--- config.mk ---
export PLATFORM = sky130hd
export DESIGN_NAME = fx2_dac_streamer_flat
export DESIGN_NICKNAME = d
export VERILOG_FILES = /design/src/rtl/fx2_dac_streamer_if.sv /design/src/rtl/fx2_dac_streamer.sv /design/src/flat_wrapper.sv
export SDC_FILE = /design/constraint.sdc
export NUM_CORES = 1
export LEC_CHECK = 0
export CAP_MARGIN = 25
export CORE_ASPECT_RATIO = 0.7
export CORE_MARGIN = 3
export CORE_UTILIZATION = 34
export CTS_CLUSTER_SIZE = 14
export DETAILED_ROUTE_END_ITERATION = 10
export GPL_ROUTABILITY_DRIVEN = 1
export SETUP_SLACK_MARGIN = 0.15
export SYNTH_ARGS = -nofsm -noshare
export SYNTH_HDL_FRONTEND = slang
export SYNTH_SLANG_ARGS = --single-unit
--- constraint.sdc ---
create_clock -name CLK -period 2.8 [get_ports CLK]
set_clock_uncertainty 0.1 [all_clocks]
set_input_delay 0.7 -clock CLK [delete_from_list [all_inputs] [get_ports CLK]]
set_output_delay 0.7 -clock CLK [all_outputs]
set_load 0.005 [all_outputs]
--- src/rtl/fx2_dac_streamer_if.sv ---
// FX2 slave-FIFO and DAC-side signal bundle for fx2_dac_streamer.
// The controller (bench or host logic) uses the master modport; the streamer uses the slave modport.
interface fx2_dac_streamer_if #(
   parameter int FD_W  = 8,
   parameter int DAC_W = 16,
   parameter int DEPTH = 16,
   parameter int DIV_W = 26
);
   localparam int LW = $clog2(DEPTH) + 1;

   logic             ENABLE;
   logic [DIV_W-1:0] DIV;
   logic [FD_W-1:0]  FD_IN;
   logic             FLAGN_EMPTY;
   logic             SLRDN;
   logic             SLOEN;
   logic [DAC_W-1:0] DAC_DATA;
   logic             DAC_VALID;
   logic [LW-1:0]    FIFO_LEVEL;
   logic [15:0]      UNDERRUN_CNT;
   logic [1:0]       STATE;

   modport master (
      output ENABLE, DIV, FD_IN, FLAGN_EMPTY,
      input  SLRDN, SLOEN, DAC_DATA, DAC_VALID, FIFO_LEVEL, UNDERRUN_CNT, STATE
   );

   modport slave (
      input  ENABLE, DIV, FD_IN, FLAGN_EMPTY,
      output SLRDN, SLOEN, DAC_DATA, DAC_VALID, FIFO_LEVEL, UNDERRUN_CNT, STATE
   );
endinterface

--- src/rtl/fx2_dac_streamer.sv ---
// FX2LP slave-FIFO to DAC streamer: byte assembly, elastic FIFO with priming, paced playback.
// Optional macro DAC_OFFSET_BINARY_EN converts popped two's-complement words to offset binary.
module fx2_dac_streamer #(
   parameter int               FD_W        = 8,
   parameter int               DAC_W       = 16,
   parameter int               DEPTH       = 16,
   parameter int               PRIME_LEVEL = 8,
   parameter int               DIV_W       = 26,
   parameter logic [DAC_W-1:0] IDLE_CODE   = {DAC_W{1'b0}}
) (
   input logic               CLK,
   input logic               RESET_N,
   fx2_dac_streamer_if.slave bus
);
   localparam int AW = $clog2(DEPTH);
   localparam int LW = AW + 1;

   typedef enum logic [1:0] {
      ST_IDLE  = 2'b00,
      ST_PRIME = 2'b01,
      ST_RUN   = 2'b10
   } state_t;

   state_t           state_r;
   state_t           state_next;
   logic [LW-1:0]    level_r;
   logic [AW-1:0]    wr_ptr_r;
   logic [AW-1:0]    rd_ptr_r;
   logic [DIV_W-1:0] cnt_r;
   logic [DIV_W-1:0] div_last_s;
   logic [DAC_W-1:0] dac_data_r;
   logic             dac_valid_r;
   logic [15:0]      underrun_r;
   logic [DAC_W-1:0] mem [DEPTH];

   logic             rd_s;
   logic             push_s;
   logic             pop_s;
   logic             tick_s;
   logic             underrun_s;
   logic [DAC_W-1:0] word_s;

   function automatic logic [DAC_W-1:0] to_dac(input logic [DAC_W-1:0] w);
`ifdef DAC_OFFSET_BINARY_EN
      return {~w[DAC_W-1], w[DAC_W-2:0]};
`else
      return w;
`endif
   endfunction

   // Reads are only issued while a full word can still be pushed; reset also parks the strobe.
   assign rd_s      = RESET_N & bus.ENABLE & bus.FLAGN_EMPTY & (level_r < LW'(DEPTH));
   assign bus.SLRDN = ~rd_s;
   assign bus.SLOEN = ~bus.ENABLE;

   generate
      if (DAC_W == 2 * FD_W) begin : g_pair
         logic            phase_r;
         logic [FD_W-1:0] low_r;

         // Low-half holding register and byte phase; a partial word is dropped on disable.
         always_ff @(posedge CLK or negedge RESET_N) begin
            if (!RESET_N) begin
               phase_r <= 1'b0;
               low_r   <= {FD_W{1'b0}};
            end else if (!bus.ENABLE) begin
               phase_r <= 1'b0;
            end else if (rd_s) begin
               if (!phase_r) begin
                  low_r <= bus.FD_IN;
               end
               phase_r <= ~phase_r;
            end
         end

         assign push_s = rd_s & phase_r;
         assign word_s = {bus.FD_IN, low_r};
      end else begin : g_single
         assign push_s = rd_s;
         assign word_s = bus.FD_IN;
      end
   endgenerate

   assign div_last_s = (bus.DIV == {DIV_W{1'b0}}) ? {DIV_W{1'b0}} : (bus.DIV - DIV_W'(1));
   assign tick_s     = bus.ENABLE & (state_r == ST_RUN) & (cnt_r == {DIV_W{1'b0}});
   assign pop_s      = tick_s & (level_r != {LW{1'b0}});
   assign underrun_s = tick_s & (level_r == {LW{1'b0}});

   // State register.
   always_ff @(posedge CLK or negedge RESET_N) begin
      if (!RESET_N) begin
         state_r <= ST_IDLE;
      end else begin
         state_r <= state_next;
      end
   end

   // Next-state: prime until the FIFO holds enough words, then play without re-priming.
   always_comb begin
      state_next = state_r;
      if (!bus.ENABLE) begin
         state_next = ST_IDLE;
      end else begin
         case (state_r)
            ST_IDLE:  state_next = ST_PRIME;
            ST_PRIME: begin
               if (level_r >= LW'(PRIME_LEVEL)) begin
                  state_next = ST_RUN;
               end else begin
                  state_next = ST_PRIME;
               end
            end
            ST_RUN:   state_next = ST_RUN;
            default:  state_next = ST_IDLE;
         endcase
      end
   end

   // Sample-period divider; a shrunken DIV below the running count wraps it immediately.
   always_ff @(posedge CLK or negedge RESET_N) begin
      if (!RESET_N) begin
         cnt_r <= {DIV_W{1'b0}};
      end else if (!bus.ENABLE || (state_r != ST_RUN) || (cnt_r >= div_last_s)) begin
         cnt_r <= {DIV_W{1'b0}};
      end else begin
         cnt_r <= cnt_r + DIV_W'(1);
      end
   end

   // FIFO pointers and occupancy.
   always_ff @(posedge CLK or negedge RESET_N) begin
      if (!RESET_N) begin
         wr_ptr_r <= {AW{1'b0}};
         rd_ptr_r <= {AW{1'b0}};
         level_r  <= {LW{1'b0}};
      end else if (!bus.ENABLE) begin
         wr_ptr_r <= {AW{1'b0}};
         rd_ptr_r <= {AW{1'b0}};
         level_r  <= {LW{1'b0}};
      end else begin
         if (push_s) begin
            wr_ptr_r <= wr_ptr_r + AW'(1);
         end
         if (pop_s) begin
            rd_ptr_r <= rd_ptr_r + AW'(1);
         end
         case ({push_s, pop_s})
            2'b10:   level_r <= level_r + LW'(1);
            2'b01:   level_r <= level_r - LW'(1);
            default: level_r <= level_r;
         endcase
      end
   end

   // FIFO storage.
   always_ff @(posedge CLK) begin
      if (push_s) begin
         mem[wr_ptr_r] <= word_s;
      end
   end

   // DAC output register and saturating underrun counter (survives disable).
   always_ff @(posedge CLK or negedge RESET_N) begin
      if (!RESET_N) begin
         dac_data_r  <= IDLE_CODE;
         dac_valid_r <= 1'b0;
         underrun_r  <= 16'h0000;
      end else if (!bus.ENABLE) begin
         dac_data_r  <= IDLE_CODE;
         dac_valid_r <= 1'b0;
      end else begin
         dac_valid_r <= pop_s;
         if (pop_s) begin
            dac_data_r <= to_dac(mem[rd_ptr_r]);
         end
         if (underrun_s && (underrun_r != 16'hFFFF)) begin
            underrun_r <= underrun_r + 16'h0001;
         end
      end
   end

   assign bus.DAC_DATA     = dac_data_r;
   assign bus.DAC_VALID    = dac_valid_r;
   assign bus.FIFO_LEVEL   = level_r;
   assign bus.UNDERRUN_CNT = underrun_r;
   assign bus.STATE        = state_r;
endmodule

--- src/flat_wrapper.sv ---
// flat-port wrapper written by rule: the top's interface ports become plain ports
module fx2_dac_streamer_flat 
#(
   parameter int               FD_W        = 8,
   parameter int               DAC_W       = 16,
   parameter int               DEPTH       = 16,
   parameter int               PRIME_LEVEL = 8,
   parameter int               DIV_W       = 26,
   parameter logic [DAC_W-1:0] IDLE_CODE   = {DAC_W{1'b0}}
)
  (CLK, RESET_N, bus_ENABLE, bus_DIV, bus_FD_IN, bus_FLAGN_EMPTY, bus_SLRDN, bus_SLOEN, bus_DAC_DATA, bus_DAC_VALID, bus_FIFO_LEVEL, bus_UNDERRUN_CNT, bus_STATE);
  fx2_dac_streamer_if #(.FD_W(FD_W), .DAC_W(DAC_W), .DEPTH(DEPTH), .DIV_W(DIV_W)) bus_i ();
  input logic CLK;
  input logic RESET_N;
  input wire logic [$bits(bus_i.ENABLE)-1:0] bus_ENABLE;
  input wire logic [$bits(bus_i.DIV)-1:0] bus_DIV;
  input wire logic [$bits(bus_i.FD_IN)-1:0] bus_FD_IN;
  input wire logic [$bits(bus_i.FLAGN_EMPTY)-1:0] bus_FLAGN_EMPTY;
  output wire logic [$bits(bus_i.SLRDN)-1:0] bus_SLRDN;
  output wire logic [$bits(bus_i.SLOEN)-1:0] bus_SLOEN;
  output wire logic [$bits(bus_i.DAC_DATA)-1:0] bus_DAC_DATA;
  output wire logic [$bits(bus_i.DAC_VALID)-1:0] bus_DAC_VALID;
  output wire logic [$bits(bus_i.FIFO_LEVEL)-1:0] bus_FIFO_LEVEL;
  output wire logic [$bits(bus_i.UNDERRUN_CNT)-1:0] bus_UNDERRUN_CNT;
  output wire logic [$bits(bus_i.STATE)-1:0] bus_STATE;
  assign bus_i.ENABLE = bus_ENABLE;
  assign bus_i.DIV = bus_DIV;
  assign bus_i.FD_IN = bus_FD_IN;
  assign bus_i.FLAGN_EMPTY = bus_FLAGN_EMPTY;
  assign bus_SLRDN = bus_i.SLRDN;
  assign bus_SLOEN = bus_i.SLOEN;
  assign bus_DAC_DATA = bus_i.DAC_DATA;
  assign bus_DAC_VALID = bus_i.DAC_VALID;
  assign bus_FIFO_LEVEL = bus_i.FIFO_LEVEL;
  assign bus_UNDERRUN_CNT = bus_i.UNDERRUN_CNT;
  assign bus_STATE = bus_i.STATE;
  fx2_dac_streamer #(.FD_W(FD_W), .DAC_W(DAC_W), .DEPTH(DEPTH), .PRIME_LEVEL(PRIME_LEVEL), .DIV_W(DIV_W), .IDLE_CODE(IDLE_CODE)) u_core (.CLK(CLK), .RESET_N(RESET_N), .bus(bus_i));
endmodule
==> qor.yml <==
outcome: "complete, but fails checks"
violations: "setup timing"
clkTransAtPathRegs_ns: 0.06
ir_drop_v: 0.0004333
core_sq_um: 41740
synth_top_area_cell: "edfxtp_1"
drive_gt1_frac: 0.3300
hp-class: "input port to async pin"
vias: 8853
n_fill_cell: 3613
grt_max_degree: 68
via_per_inst: 5.033
io_buffers: 79
die_width_microns: 253.9
die_y_microns: 179.5
p_total_mw: 10.85
rows: 62
syn_avg_cell_area_sq_um: 15.97
grt_first_pass_wirelength_mm: 55.79
grt_pass1_vias: 9145
hold_viol_final: 0
holdWs_ns: 0.1040
clock_path_buffers: 3
cp.required_ns: 3.15
cts_buffers: 35
busiest_layer: "met1"
place_congestion: 0.7951
postPlaceCellArea_sq_um: 17450
syn_area_sq_um: 14630
p_int_mw: 8.643
ys_warn_count: 0
r2r-start: "u_core.cnt_r[0]"
rsz0062_at_grt: "yes"
num_antenna_cells: 0
p_seq_frac: 0.524
start_util: 0.3505
gr-usage-met2: 0.2375
critical_path_class: "input port to register"
max_freq_ghz: 0.2678
ioPinCount: 80
cts_tree: "yes"
synth_cell_types: 57
synth.area.top_cells: "edfxtp_1 53%, dfrtp_1 14%, mux4_2 9.9%, ha_1 3.3%, xor2_1 2.2%"
post-route-period-util: 1.334
crit_fanout: 7
start_kind: "input port"
layout_setup_ws_ns: -0.9340
reg2reg_to: "u_core.bus.FIFO_LEVEL[4]"
grt_use_met1: 0.2455
gr-usage-all-layers: 0.1598
h-tree-depth: 2
maxCapViolCount: 0
worst-r2r-cell-count: 14
clock_sinks: 339
dieArea_sq_um: 45590
dr.first_iter.drc_count: 662
clk_latency_ns: 0.52
endpoint_kind: "register"
final_nets: 1265
swShare: 0.2037
firstDrtPassIters: 5
fin_area_sq_um: 19320
pwr-share-clk: 0.446
async_flop_share: 0.2448
synth_ff_type: "edfxtp_1"
route.detailed.drc: 0
net-switching-power_mw: 2.211
synth_nets: 993
antenna_found_initial: 1
grt-ovfl-total: 0
worstMarginPinSlew_ns: 0.6563
ant_nets: 0
synth_top_area_share: 0.5255
rrSetupSlack_ns: 0.23
ys_ff_latch: 339
drt-total-wl_mm: 36.03
maxSlewHeadroom: 0.5624
synth-edff-count: 256
min_period_ns: 3.734
cts-root-buf: "clkbuf_16"
p_leak_nw: 7.095
p_comb_frac: 0.030
cp.arrival_ns: 4.09
ys_seq_area_frac: 0.6675
wl_per_cell_microns: 20.48
p_per_area_nw_per_um2: 561.9
seq_area_sq_um: 9769
use_met3: 0.02846
netlist_instances: 916
finalSetupViolations: 26
post-dp-hpwl_mm: 24.40
slew_violations: 0
area_growth_syn_to_layout_pct: 32.04
multi_input_area_sq_um: 5029
[state kept, by name, summed over array words and instances, names as in the netlist]
name / flops
u_core.mem: 256
u_core.cnt_r: 26
u_core.bus.DAC_DATA: 16
u_core.bus.UNDERRUN_CNT: 16
u_core.g_pair.low_r: 8
u_core.bus.FIFO_LEVEL: 5
u_core.rd_ptr_r: 4
u_core.wr_ptr_r: 4
u_core.bus.STATE: 2
u_core.bus.DAC_VALID: 1
u_core.g_pair.phase_r: 1
[final cells by class]
cell class	instances	area share
Multi-Input combinational cell	529	0.2603
Tap cell	544	0.03524
Timing Repair Buffer	269	0.1329
Sequential cell	339	0.5058
Inverter	14	0.003044
Clock inverter	17	0.01030
Clock buffer	47	0.05247
[power groups by stage]
stage,Clock (mW),Combinational [mW],Sequential [mW]
2_1_floorplan,0,0.109,5.73
3_3_place_gp,0,0.311,5.78
3_5_place_dp,0,0.320,5.79
4_1_cts,4.99,0.326,5.69
5_1_grt,5.19,0.362,5.70
6_report,4.84,0.326,5.69
[worst max path at each step]
stage | startpoint | end | slack [ns] | cells past startpoint
final | bus_DIV[17] | u_core.cnt_r[13] | -0.93 | 15
after global routing | bus_DIV[11] | u_core.cnt_r[18] | -1.05 | 17
after CTS | bus_DIV[11] | u_core.cnt_r[21] | -0.96 | 17
after detailed placement | bus_DIV[12] | u_core.cnt_r[7] | -1.60 | 15
after global placement | bus_DIV[12] | u_core.cnt_r[22] | -1.47 | 15
after floorplan | bus_DIV[12] | u_core.cnt_r[13] | -0.97 | 15
[critical path: stages]
cell	delay [ns]
clkdlybuf4s50_1	0.42
or4_4	0.43
or2_1	0.25
or3_4	0.45
buf_12	0.15
nand2_4	0.05
ha_4	0.20
a21o_1	0.17
a21o_1	0.15
a221oi_2	0.30
o31a_1	0.20
o2111ai_4	0.18
buf_12	0.20
buf_16	0.14
nor2_1	0.08
[kinds of logic after synthesis]
group,count (synthesis),share of synthesized area
adder cells (fa/ha/maj),39,0.03387
multiplexers,78,0.1089
buffers and inverters,48,0.01403
AND/OR/NAND/NOR,252,0.08878
AO/OA/AOI/OAI,94,0.04696
XOR/XNOR,66,0.04003
flip-flops,339,0.6675
[metal layers]
metal	wire length (microns)	part of all wire
met5	0	0
met3	1740	0.048
met2	16140	0.45
met4	538	0.015
met1	17620	0.49
[timing repair]
item / in CTS / in global routing
hold buffers: 0 / 0
pin swaps: 37 / 15
setup buffers: 19 / 10
gates resized for setup: 80 / 45
endpoints found under the setup margin: 94 / 95
cloned: 3 / 0
[cell usage after synthesis (3+ instances only)]
cell      number
mux2_2         9
edfxtp_1     256
xor2_1        37
nand4_1       20
dfrtp_1       83
mux2i_1        5
nor2_1        61
nor4_1         7
mux4_2        64
nor3_1        16
nand4b_1       3
nor2b_1        4
or3_1          3
buf_2          8
clkbuf_1      20
or4_1          3
a221oi_1      17
a21o_1         8
and2_1        21
o21ai_0       28
a21oi_1       10
nor3b_1        3
and3_1         4
nand2_1       54
buf_1          4
a211oi_1       3
nand3_1       36
a22o_1        16
inv_1         13
xnor2_1       28
ha_1          38
and4_1         3
[stage by stage]
| step | utilization | cells | setup WS, ns | TNS [ns] |
|---|---|---|---|---|
| final | 0.4628 | 1759 | -0.9340 | -23.28 |
| after global routing | 0.4628 | 1759 | -1.047 | -26.18 |
| after detailed placement | 0.4180 | 1662 | -1.604 | -107.90 |
| after CTS | 0.4559 | 1748 | -0.9583 | -23.82 |
| after global placement | 0.4180 | 1662 | -1.472 | -100.43 |
| after floorplan | - | 916 | -0.9688 | -24.14 |
[placed cells by master (no fill, tap or decap), types with 11 or more instances in the layout]
cell / n
nand2_1: 52
dlygate4sd2_1: 13
a22o_1: 16
buf_4: 160
a221oi_1: 16
nor2_1: 34
nor2_4: 24
nand4_1: 20
nand3_1: 36
clkdlybuf4s50_1: 55
xor2_1: 37
buf_12: 22
and2_1: 13
mux4_2: 64
dfrtp_1: 81
o21ai_0: 26
clkbuf_16: 37
edfxtp_1: 256
nor3_1: 11
xnor2_1: 28
ha_1: 33
Power figures use the tool's default switching activity.
